===== config.mk =====
export PLATFORM = sky130hd
export DESIGN_NAME = myo_spi_responder
export DESIGN_NICKNAME = d
export VERILOG_FILES = /design/src/rtl/myo_spi_pkg.sv /design/src/rtl/spi_sync_edge.sv /design/src/rtl/myo_spi_responder.sv
export SDC_FILE = /design/constraint.sdc
export NUM_CORES = 1
export LEC_CHECK = 0
export CORE_AREA = 4 4 166 168
export DETAILED_ROUTE_END_ITERATION = 10
export DIE_AREA = 0 0 170 172
export PLACE_DENSITY = 0.79
export SLEW_MARGIN = 0
export SYNTH_ARGS = -nofsm -noshare
export SYNTH_HDL_FRONTEND = slang
export SYNTH_SLANG_ARGS = --single-unit

===== constraint.sdc =====
create_clock -name clock -period 2 [get_ports clock]
set_input_delay 0.4 -clock clock [delete_from_list [all_inputs] [get_ports clock]]
set_output_delay 0.4 -clock clock [all_outputs]
set_load 0.02 [all_outputs]

===== src/rtl/myo_spi_pkg.sv =====
// Shared definitions for the myocontrol SPI link: word geometry defaults,
// responder FSM states and the SPI mode used by both ends of the link.
package myo_spi_pkg;

  localparam int DEF_WORD_W    = 16;
  localparam int DEF_NUM_WORDS = 12;
  localparam int DEF_IDX_W     = 4;

  // Mode 1: CPOL=0, CPHA=1. Data launched on SCK rise, sampled on SCK fall.
  localparam logic [1:0] SPI_MODE = 2'd1;
  localparam logic       SPI_CPOL = SPI_MODE[1];
  localparam logic       SPI_CPHA = SPI_MODE[0];
  localparam logic       SAMPLE_ON_FALL = SPI_CPOL ^ SPI_CPHA;

  typedef enum logic [1:0] {
    IDLE,
    ACTIVE,
    DONE
  } state_e;

endpackage


===== src/rtl/spi_sync_edge.sv =====
// Two-flop synchronizer for an asynchronous SPI pin, plus registered
// single-cycle rise/fall strobes derived from the synchronized level.
module spi_sync_edge #(
  parameter logic RESET_VAL = 1'b0
) (
  input  logic clock,
  input  logic reset_n,
  input  logic din,
  output logic dout,
  output logic rise,
  output logic fall
);

  logic [1:0] sync_q, sync_d;
  logic       prev_q, prev_d;
  logic       rise_q, rise_d;
  logic       fall_q, fall_d;

  always_comb begin
    sync_d = {sync_q[0], din};
    prev_d = sync_q[1];
    rise_d = sync_q[1] & ~prev_q;
    fall_d = ~sync_q[1] & prev_q;
  end

  // NOTE: non-blocking assignments make every flop sample its pre-edge input,
  // which is what turns the two sync stages into a real two-cycle chain.
  always_ff @(posedge clock or negedge reset_n) begin
    if (!reset_n) begin
      sync_q <= {2{RESET_VAL}};
      prev_q <= RESET_VAL;
      rise_q <= 1'b0;
      fall_q <= 1'b0;
    end else begin
      sync_q <= sync_d;
      prev_q <= prev_d;
      rise_q <= rise_d;
      fall_q <= fall_d;
    end
  end

  assign dout = sync_q[1];
  assign rise = rise_q;
  assign fall = fall_q;

endmodule


===== src/rtl/myo_spi_responder.sv =====
// Motor-board end of the myocontrol SPI link: receives words as a strobed
// stream and answers each frame with a snapshot of the tx_words vector.
module myo_spi_responder
  import myo_spi_pkg::*;
#(
  parameter int WORD_W    = DEF_WORD_W,
  parameter int NUM_WORDS = DEF_NUM_WORDS,
  parameter int IDX_W     = DEF_IDX_W
) (
  input  logic                          clock,
  input  logic                          reset_n,
  input  logic                          sck,
  input  logic                          ss_n,
  input  logic                          mosi,
  output logic                          miso,
  output logic                          miso_oe,
  input  logic [NUM_WORDS*WORD_W-1:0]   tx_words,
  output logic                          rx_valid,
  output logic [WORD_W-1:0]             rx_word,
  output logic [IDX_W-1:0]              rx_index,
  output logic                          frame_done,
  output logic [IDX_W-1:0]              frame_words,
  output logic                          frame_err
);

  localparam int TX_W  = NUM_WORDS * WORD_W;
  localparam int CNT_W = $clog2(WORD_W);
  localparam logic [CNT_W-1:0] LAST_BIT  = CNT_W'(WORD_W - 1);
  localparam logic [IDX_W-1:0] IDX_LIMIT = IDX_W'(NUM_WORDS);

  logic sck_rise, sck_fall, ss_rise, ss_fall, mosi_s;
  logic sck_lvl_unused, ss_lvl_unused, mosi_rise_unused, mosi_fall_unused;

  spi_sync_edge #(.RESET_VAL(SPI_CPOL)) u_sync_sck (
    .clock(clock), .reset_n(reset_n), .din(sck),
    .dout(sck_lvl_unused), .rise(sck_rise), .fall(sck_fall)
  );

  spi_sync_edge #(.RESET_VAL(1'b1)) u_sync_ss (
    .clock(clock), .reset_n(reset_n), .din(ss_n),
    .dout(ss_lvl_unused), .rise(ss_rise), .fall(ss_fall)
  );

  spi_sync_edge #(.RESET_VAL(1'b0)) u_sync_mosi (
    .clock(clock), .reset_n(reset_n), .din(mosi),
    .dout(mosi_s), .rise(mosi_rise_unused), .fall(mosi_fall_unused)
  );

  logic sample_stb, launch_stb;
  assign sample_stb = SAMPLE_ON_FALL ? sck_fall : sck_rise;
  assign launch_stb = SAMPLE_ON_FALL ? sck_rise : sck_fall;

  state_e              state_q,       state_d;
  logic [TX_W-1:0]     tx_buf_q,      tx_buf_d;
  logic [WORD_W-1:0]   tx_shift_q,    tx_shift_d;
  logic [WORD_W-2:0]   rx_shift_q,    rx_shift_d;
  logic [CNT_W-1:0]    bit_cnt_q,     bit_cnt_d;
  logic [IDX_W-1:0]    word_idx_q,    word_idx_d;
  logic [WORD_W-1:0]   rx_word_q,     rx_word_d;
  logic [IDX_W-1:0]    rx_index_q,    rx_index_d;
  logic                rx_valid_q,    rx_valid_d;
  logic [IDX_W-1:0]    frame_words_q, frame_words_d;
  logic                frame_err_q,   frame_err_d;

  logic [WORD_W-1:0] sel_word;
  logic [WORD_W-1:0] rx_next;
  logic              overflow;

  // Past the last snapshot word the select falls through to zero.
  always_comb begin
    sel_word = '0;
    for (int k = 0; k < NUM_WORDS; k++) begin
      if (word_idx_q == IDX_W'(k)) sel_word = tx_buf_q[k*WORD_W +: WORD_W];
    end
  end

  assign rx_next  = {rx_shift_q, mosi_s};
  assign overflow = (word_idx_q == IDX_LIMIT);

  always_comb begin
    // NOTE: every _d starts from its held value so no branch of the case
    // below can leave a signal unassigned and infer a latch.
    state_d       = state_q;
    tx_buf_d      = tx_buf_q;
    tx_shift_d    = tx_shift_q;
    rx_shift_d    = rx_shift_q;
    bit_cnt_d     = bit_cnt_q;
    word_idx_d    = word_idx_q;
    rx_word_d     = rx_word_q;
    rx_index_d    = rx_index_q;
    rx_valid_d    = 1'b0;
    frame_words_d = frame_words_q;
    frame_err_d   = frame_err_q;

    unique case (state_q)
      IDLE: begin
        if (ss_fall) begin
          state_d     = ACTIVE;
          tx_buf_d    = tx_words;
          tx_shift_d  = tx_words[WORD_W-1:0];
          rx_shift_d  = '0;
          bit_cnt_d   = '0;
          word_idx_d  = '0;
          frame_err_d = 1'b0;
        end
      end

      ACTIVE: begin
        if (sample_stb) begin
          rx_shift_d = rx_next[WORD_W-2:0];
          if (overflow) frame_err_d = 1'b1;
          if (bit_cnt_q == LAST_BIT) begin
            bit_cnt_d = '0;
            if (!overflow) begin
              rx_word_d  = rx_next;
              rx_index_d = word_idx_q;
              rx_valid_d = 1'b1;
              word_idx_d = word_idx_q + IDX_W'(1);
            end
          end else begin
            bit_cnt_d = bit_cnt_q + CNT_W'(1);
          end
        end

        // The first launch edge of each word reloads rather than shifts.
        if (launch_stb) begin
          tx_shift_d = (bit_cnt_q == '0) ? sel_word : {tx_shift_q[WORD_W-2:0], 1'b0};
        end

        // Uses the _d values so a word completing on this cycle is counted.
        if (ss_rise) begin
          state_d       = DONE;
          frame_words_d = word_idx_d;
          if (bit_cnt_d != '0) frame_err_d = 1'b1;
        end
      end

      DONE: state_d = IDLE;

      default: state_d = IDLE;
    endcase
  end

  // NOTE: the tx snapshot is ordinary flops, so it is reset with the rest of
  // the datapath; nothing here maps onto a block RAM.
  always_ff @(posedge clock or negedge reset_n) begin
    if (!reset_n) begin
      state_q       <= IDLE;
      tx_buf_q      <= '0;
      tx_shift_q    <= '0;
      rx_shift_q    <= '0;
      bit_cnt_q     <= '0;
      word_idx_q    <= '0;
      rx_word_q     <= '0;
      rx_index_q    <= '0;
      rx_valid_q    <= 1'b0;
      frame_words_q <= '0;
      frame_err_q   <= 1'b0;
    end else begin
      state_q       <= state_d;
      tx_buf_q      <= tx_buf_d;
      tx_shift_q    <= tx_shift_d;
      rx_shift_q    <= rx_shift_d;
      bit_cnt_q     <= bit_cnt_d;
      word_idx_q    <= word_idx_d;
      rx_word_q     <= rx_word_d;
      rx_index_q    <= rx_index_d;
      rx_valid_q    <= rx_valid_d;
      frame_words_q <= frame_words_d;
      frame_err_q   <= frame_err_d;
    end
  end

  // Output enable and frame_done decode straight from the state flop, so a
  // reset drops them without waiting for a clock.
  assign miso_oe     = (state_q == ACTIVE);
  assign miso        = miso_oe & ~overflow & tx_shift_q[WORD_W-1];
  assign frame_done  = (state_q == DONE);
  assign rx_valid    = rx_valid_q;
  assign rx_word     = rx_word_q;
  assign rx_index    = rx_index_q;
  assign frame_words = frame_words_q;
  assign frame_err   = frame_err_q;

endmodule


Word-level counts from Yosys, hierarchy flattened. Cells that the tools add are included. Widths: inputs -> output; s select.

Register bits: 271. Output and inout port bits: 29. Word-level logic and storage cells: 105.

$add $sub $neg: 2. Equality and inequality tests: 19. Muxes and demuxes: 41. Bitwise logic cells: 11. Reductions and logical operators: 12.

Operators by type and width (count): $mux 16 (15); $pmux 16 s2 (1); $mux 15 (2); $pmux 15 s2 (1); $mux 4 (7); $eq 4x4->1 const B (6); $eq 4x3->1 const B (4); $pmux 4 s2 (2); $mux 1 (9); $add 4x1->4 const B (2); $eq 4x2->1 const B (2); $logic_not 4->1 (2); $ne 2x1->1 const B (4); $reduce_and 2->1 (4); $and 1x1->1 (6); $reduce_and 3->1 (2); $not 1->1 (5); $eq 4x1->1 const B (1); $mux 2 (2); $pmux 2 s2 (1); $reduce_and 4->1 (1); $reduce_bool 4->1 (1); $eq 2x1->1 const B (1); $eq 2x2->1 const B (1); other kinds (3) (3).

Logic depth before layout (Yosys ltp).
Depth after elaboration: 16. Mapped depth: 10.

Modules after synthesis. A second synthesis with hierarchy kept.

Cells, all modules: 1445. Area, all modules: 12734.7 um2.

Modules (own cells, without submodules): myo_spi_responder (times used 1, cells an instance 1424, area each 12310.6 um2, seq. area each 6481.2 um2); spi_sync_edge at u_sync_mosi ... (times used 2, cells an instance 7, area each 140.1 um2, seq. area each 125.1 um2); spi_sync_edge at u_sync_ss (times used 1, cells an instance 7, area each 143.9 um2, seq. area each 128.9 um2).

Least setup slack after synthesis. Ideal clock, no wire load.

Path type: reg2reg. From: reg word_idx_q[0]. To: reg tx_shift_q[7]. Arrival time: 1907 ps. Data required time: 1866 ps. Slack: -41 ps. Cell stages (with the launch flop): 10. Buffers on the path: 2. Period minus slack after synthesis: 2041 ps. Cells stage by stage: dfrtp_1 inv_1 ha_1 nor2b_1 buf_2 buf_2 a221oi_1 nor3_1 a2111oi_0 o22ai_1.

Longest elaborated chain between the ends: 16.

RTL lines: start, declared (RTL line myo_spi_responder.sv:58) `logic [IDX_W-1:0] word_idx_q, word_idx_d;`; start signal, assigned (RTL line myo_spi_responder.sv:165) `word_idx_q <= word_idx_d;`; $logic_not 4->1 (RTL line myo_spi_responder.sv:73) `if (word_idx_q == IDX_W'(k)) sel_word = tx_buf_q[k*WORD_W +: WORD_W];`; $mux 16 (11 in a row) (RTL line myo_spi_responder.sv:73); $mux 16 * (RTL line myo_spi_responder.sv:73); $mux 16 * (RTL line myo_spi_responder.sv:127) `tx_shift_d = (bit_cnt_q == '0) ? sel_word : {tx_shift_q[WORD_W-2:0], 1'b0};`; $mux 16 * (RTL line myo_spi_responder.sv:126) `if (launch_stb) begin`; $pmux 16 s2 * (RTL line myo_spi_responder.sv:95) `unique case (state_q)`; end signal, assigned (RTL line myo_spi_responder.sv:162) `tx_shift_q <= tx_shift_d;`; end, declared (RTL line myo_spi_responder.sv:55) `logic [WORD_W-1:0] tx_shift_q, tx_shift_d;`.

Mark *: on every way between the ends. The rest lies on a longest branch, timed or not. The select of a mux whose other input is x is not followed. A chain may end at the register's enable or synchronous reset.

Worst setup path in the final report.
From: reg word_idx_q[0]. To: reg tx_shift_q[0].

The elaborated chain is that of the path after synthesis.

==> impl_results.md <==
* Total core area at 25900 um2
* Routability Congestion at 0.875
* R2r setup slk at -0.34 ns
* Kind of critical path: register to register
* Final setup viols at 17
* M1 GR Usage at 36.3%
* VDD IR max at 0.000827 V
* Vias in the first global route at 9943
* PD cells at 1140 nW/um2
* Seq cells post-synth at 271
* Design area at 17700 um2
* Global-route wire length before repair at 57.5 mm
* Clock Power Share at 26.8%
* Primary FF master, synth: dfrtp_1
* DIE AREA at 29200 um2
* Worst Path Max Fanout at 4
* Post-Syn Area at 12300 um2
* Synth Area in Simple Gates at 5.03%
* # rows at 59
* Drc violations at 0
* Setup crit start kind: register
* Grt met2 use at 38.5%
* Max Fclk at 0.427 GHz
* XOR/XNOR Fraction of Synth Area at 0.0710%
* Most common cell after layout, fill and taps aside: dfrtp_1
* Adder-Cell Fraction of Synth Area at 0.609%
* Crit path capture type: register
* Slew Limit Headroom at 57.9%
* Slowest CP cell: dfrtp_1
* Largest net degree at the start of global routing at 75
* Worst skew pair latency at 0.55 ns
* TritonCTS clock tree: done
* CP arrival at 2.76 ns
* Yosys top cell by area: dfrtp_1
* Clock tree buffer depth at 3
* Max H-tree Level at 1
* Detail Placement HPWL at 25.2 mm
* Netlist cell types at 57
* Synth area leaders: dfrtp_1, mux2_2, a22oi_1
* Syn avg cell area at 12.6 um2
* Reg-to-Reg Start: word_idx_q[0]$_DFFE_PN0P_
* Worst slack, placed at -0.386 ns
* Endpoint, Worst Hold: u_sync_ss.sync_q[0]$_DFF_PN1_
* Critical Path RT at 2.42 ns
* Switching power at 6370 uW
* Final core utilization at 68.4%
* Initial antenna violation count at 3
* Sw Share at 31.5%
* Failing checks: setup timing
* CTS root buffer: clkbuf_16
* Die W at 170 um
* Hold Path Stages at 1
* Main combinational cell family by area after synthesis: multiplexers
* # fillers at 1681
* Pwr Total at 20200 uW
* Critical R2R Capture: tx_shift_q[0]$_DFFE_PN0P_
* Worst slew pin tran at 0.631 ns
* Combinational cell fraction of total power at 27.1%
* DRT Pass-1 Iters at 5
* Type of the most critical hold path: input port to register
* Unrepaired setup endpoints after global routing: true
* Routed wire per std cell at 24.7 um
* Lkg Pwr at 0.00708 uW
* Antenna Nets Post-Route at 0
* Synth Net Count at 1182
* Worst path most repeated cell: buf_6
* Final Hold Viols at 0
* Setup ws final at -0.342 ns
* Hold path startpoint: ss_n
* DR vias at 9909
* Via/cell ratio at 6.14
* Final worst path period share at 117%
* Share of cells above drive strength 1 at 38.3%
* Clock-pin transition on the worst setup and hold timing paths at 0.06 ns
* Input/output buffers at 225
* Post-DP Area at 15400 um2
* Io pins at 226
* Top-area cell type share of the netlist area at 54.4%
* Routed WL at 40.0 mm
* Final nets at 1460
* CTS Buf Count at 28
* Die height at 172 um
* CTS sink cnt at 271
* Register area share after synthesis at 55.0%
* Outcome: complete, but fails checks
* Clock skew at 0.0213 ns
* Setup TNS at -4.06 ns
* Initial Utilization at 47.6%
* Starting DRT DRC Count at 1040
* P_int at 13800 uW
* Total GRT Usage at 24.8%
* Commonest non-fill, non-tap cells in the layout: dfrtp_1, clkdlybuf4s50_1, mux2_2
* Fraction of registers with async set/reset at 100%
* Worst path cell trace: inv_2 > buf_6 > ha_4 > buf_6 > buf_6 > a211oi_4 > a211o_1 > o31ai_2 > a2111oi_4 > buf_4 > o21ai_1
* Max incr delay on CP at 0.43 ns
* R2R depth at 11
* Mux cell area share after synthesis at 19.3%
* Slew Limit Fails at 0
* Post-synth EDFFs at 0
* Min cycle time layout at 2.34 ns
* Compound-Gate Fraction of Synth Area at 16.5%
* Global route hottest layer: met2
* GRT met3 Usage at 4.62%
* Area Growth Syn to Fin at 43.7%
* Synth Instances at 979
* Synth warnings at 0
* Max Cap Viol at 0
* Flop pwr share at 46.1%
* GRT overflow at 0
[cell usage after synthesis, types with 15 or more instances]
cell type and count:
a211o_1 15, a211oi_1 15, a221oi_1 18, a22o_1 20
a22oi_1 42, buf_2 54, clkbuf_1 19, dfrtp_1 268
mux2_2 201, nand2_1 28, nor2_1 39, nor3_1 17
o21ai_0 42, o22ai_1 31
[routing by layer]
layer,part of all wire (%),up-vias
met5,0.035,-
met2,47,518
met4,2.8,4
met1,41,5019
li1,-,4265
met3,8.7,103
[critical path: cells and delay by family, from the launching register on]
family | cells | cell delay (ns)
buf+inv | 5 | 0.64
fa+ha+maj | 1 | 0.17
flops | 1 | 0.43
compound gates | 5 | 0.99
[through the flow]
stage / std cells / hold WS, ns
3_3_place_gp: 1535 / 0.335
6_report: 1615 / 0.277
3_5_place_dp: 1535 / 0.335
4_1_cts: 1602 / 0.269
2_1_floorplan: 979 / 0.104
5_1_grt: 1615 / 0.283
[cells by family (layout without fill, tap and decap cells)]
family	count (synthesis)	after routing
simple gates	128	128
buf+inv	92	392
fa+ha+maj	6	6
xor+xnor	1	1
compound gates	270	270
flops	271	271
mux	211	211
other cells	0	1
[power by group through the flow]
stage	clock (uW)	combinational (uW)	sequential, uW
after floorplan	0	3280	8390
after global placement	0	4640	8950
after detailed placement	0	4790	8980
after CTS	5450	5100	9050
after global routing	5700	5890	9470
final	5410	5480	9330
[state kept, by name, indices dropped and copies added, names as in the netlist]
name and cells:
frame_words 4, u_sync_sck.rise 1, rx_shift_q 15, u_sync_ss.fall 1, u_sync_sck.prev_q 1, u_sync_mosi.sync_q 2
tx_shift_q 16, bit_cnt_q 4, rx_index 4, u_sync_ss.sync_q 2, u_sync_sck.sync_q 2, u_sync_ss.rise 1
state_q 2, rx_word 16, rx_valid 1, frame_err 1, u_sync_ss.prev_q 1, word_idx_q 4
u_sync_sck.fall 1, tx_buf_q 192
[how the worst max path moves through the flow]
stage / from / to / depth (start not counted)
global route: word_idx_q[0]$_DFFE_PN0P_ / tx_shift_q[0]$_DFFE_PN0P_ / 11
finish: word_idx_q[0]$_DFFE_PN0P_ / tx_shift_q[0]$_DFFE_PN0P_ / 11
floorplan: word_idx_q[0]$_DFFE_PN0P_ / tx_shift_q[7]$_DFFE_PN0P_ / 9
global placement: word_idx_q[0]$_DFFE_PN0P_ / tx_shift_q[0]$_DFFE_PN0P_ / 10
CTS: word_idx_q[0]$_DFFE_PN0P_ / miso / 6
detailed placement: word_idx_q[0]$_DFFE_PN0P_ / tx_shift_q[0]$_DFFE_PN0P_ / 10
[layout make-up]
| cell class | instances | area [um2] | share of cell area (%) |
|---|---|---|---|
| Clock buffer | 35 | 778 | 4.39 |
| Clock inverter | 17 | 179 | 1.01 |
| Tap cell | 335 | 419 | 2.36 |
| Timing Repair Buffer | 327 | 3490 | 19.7 |
| Antenna cell | 1 | 2.50 | 0.0141 |
| Sequential cell | 271 | 6790 | 38.3 |
| Multi-Input combinational cell | 616 | 6000 | 33.9 |
| Inverter | 13 | 60.1 | 0.339 |
[timing repair]
action | 4_1_cts | 5_1_grt
setup endpoints to repair | 19 | 38
setup buffers | 11 | 12
hold buffers | 1 | 0
hold endpoints to repair | 45 | 0
pin swaps | 28 | 40
gates cloned | 3 | 3
gates resized for setup | 129 | 97
Note: power is estimated with default switching activity, not from simulation.
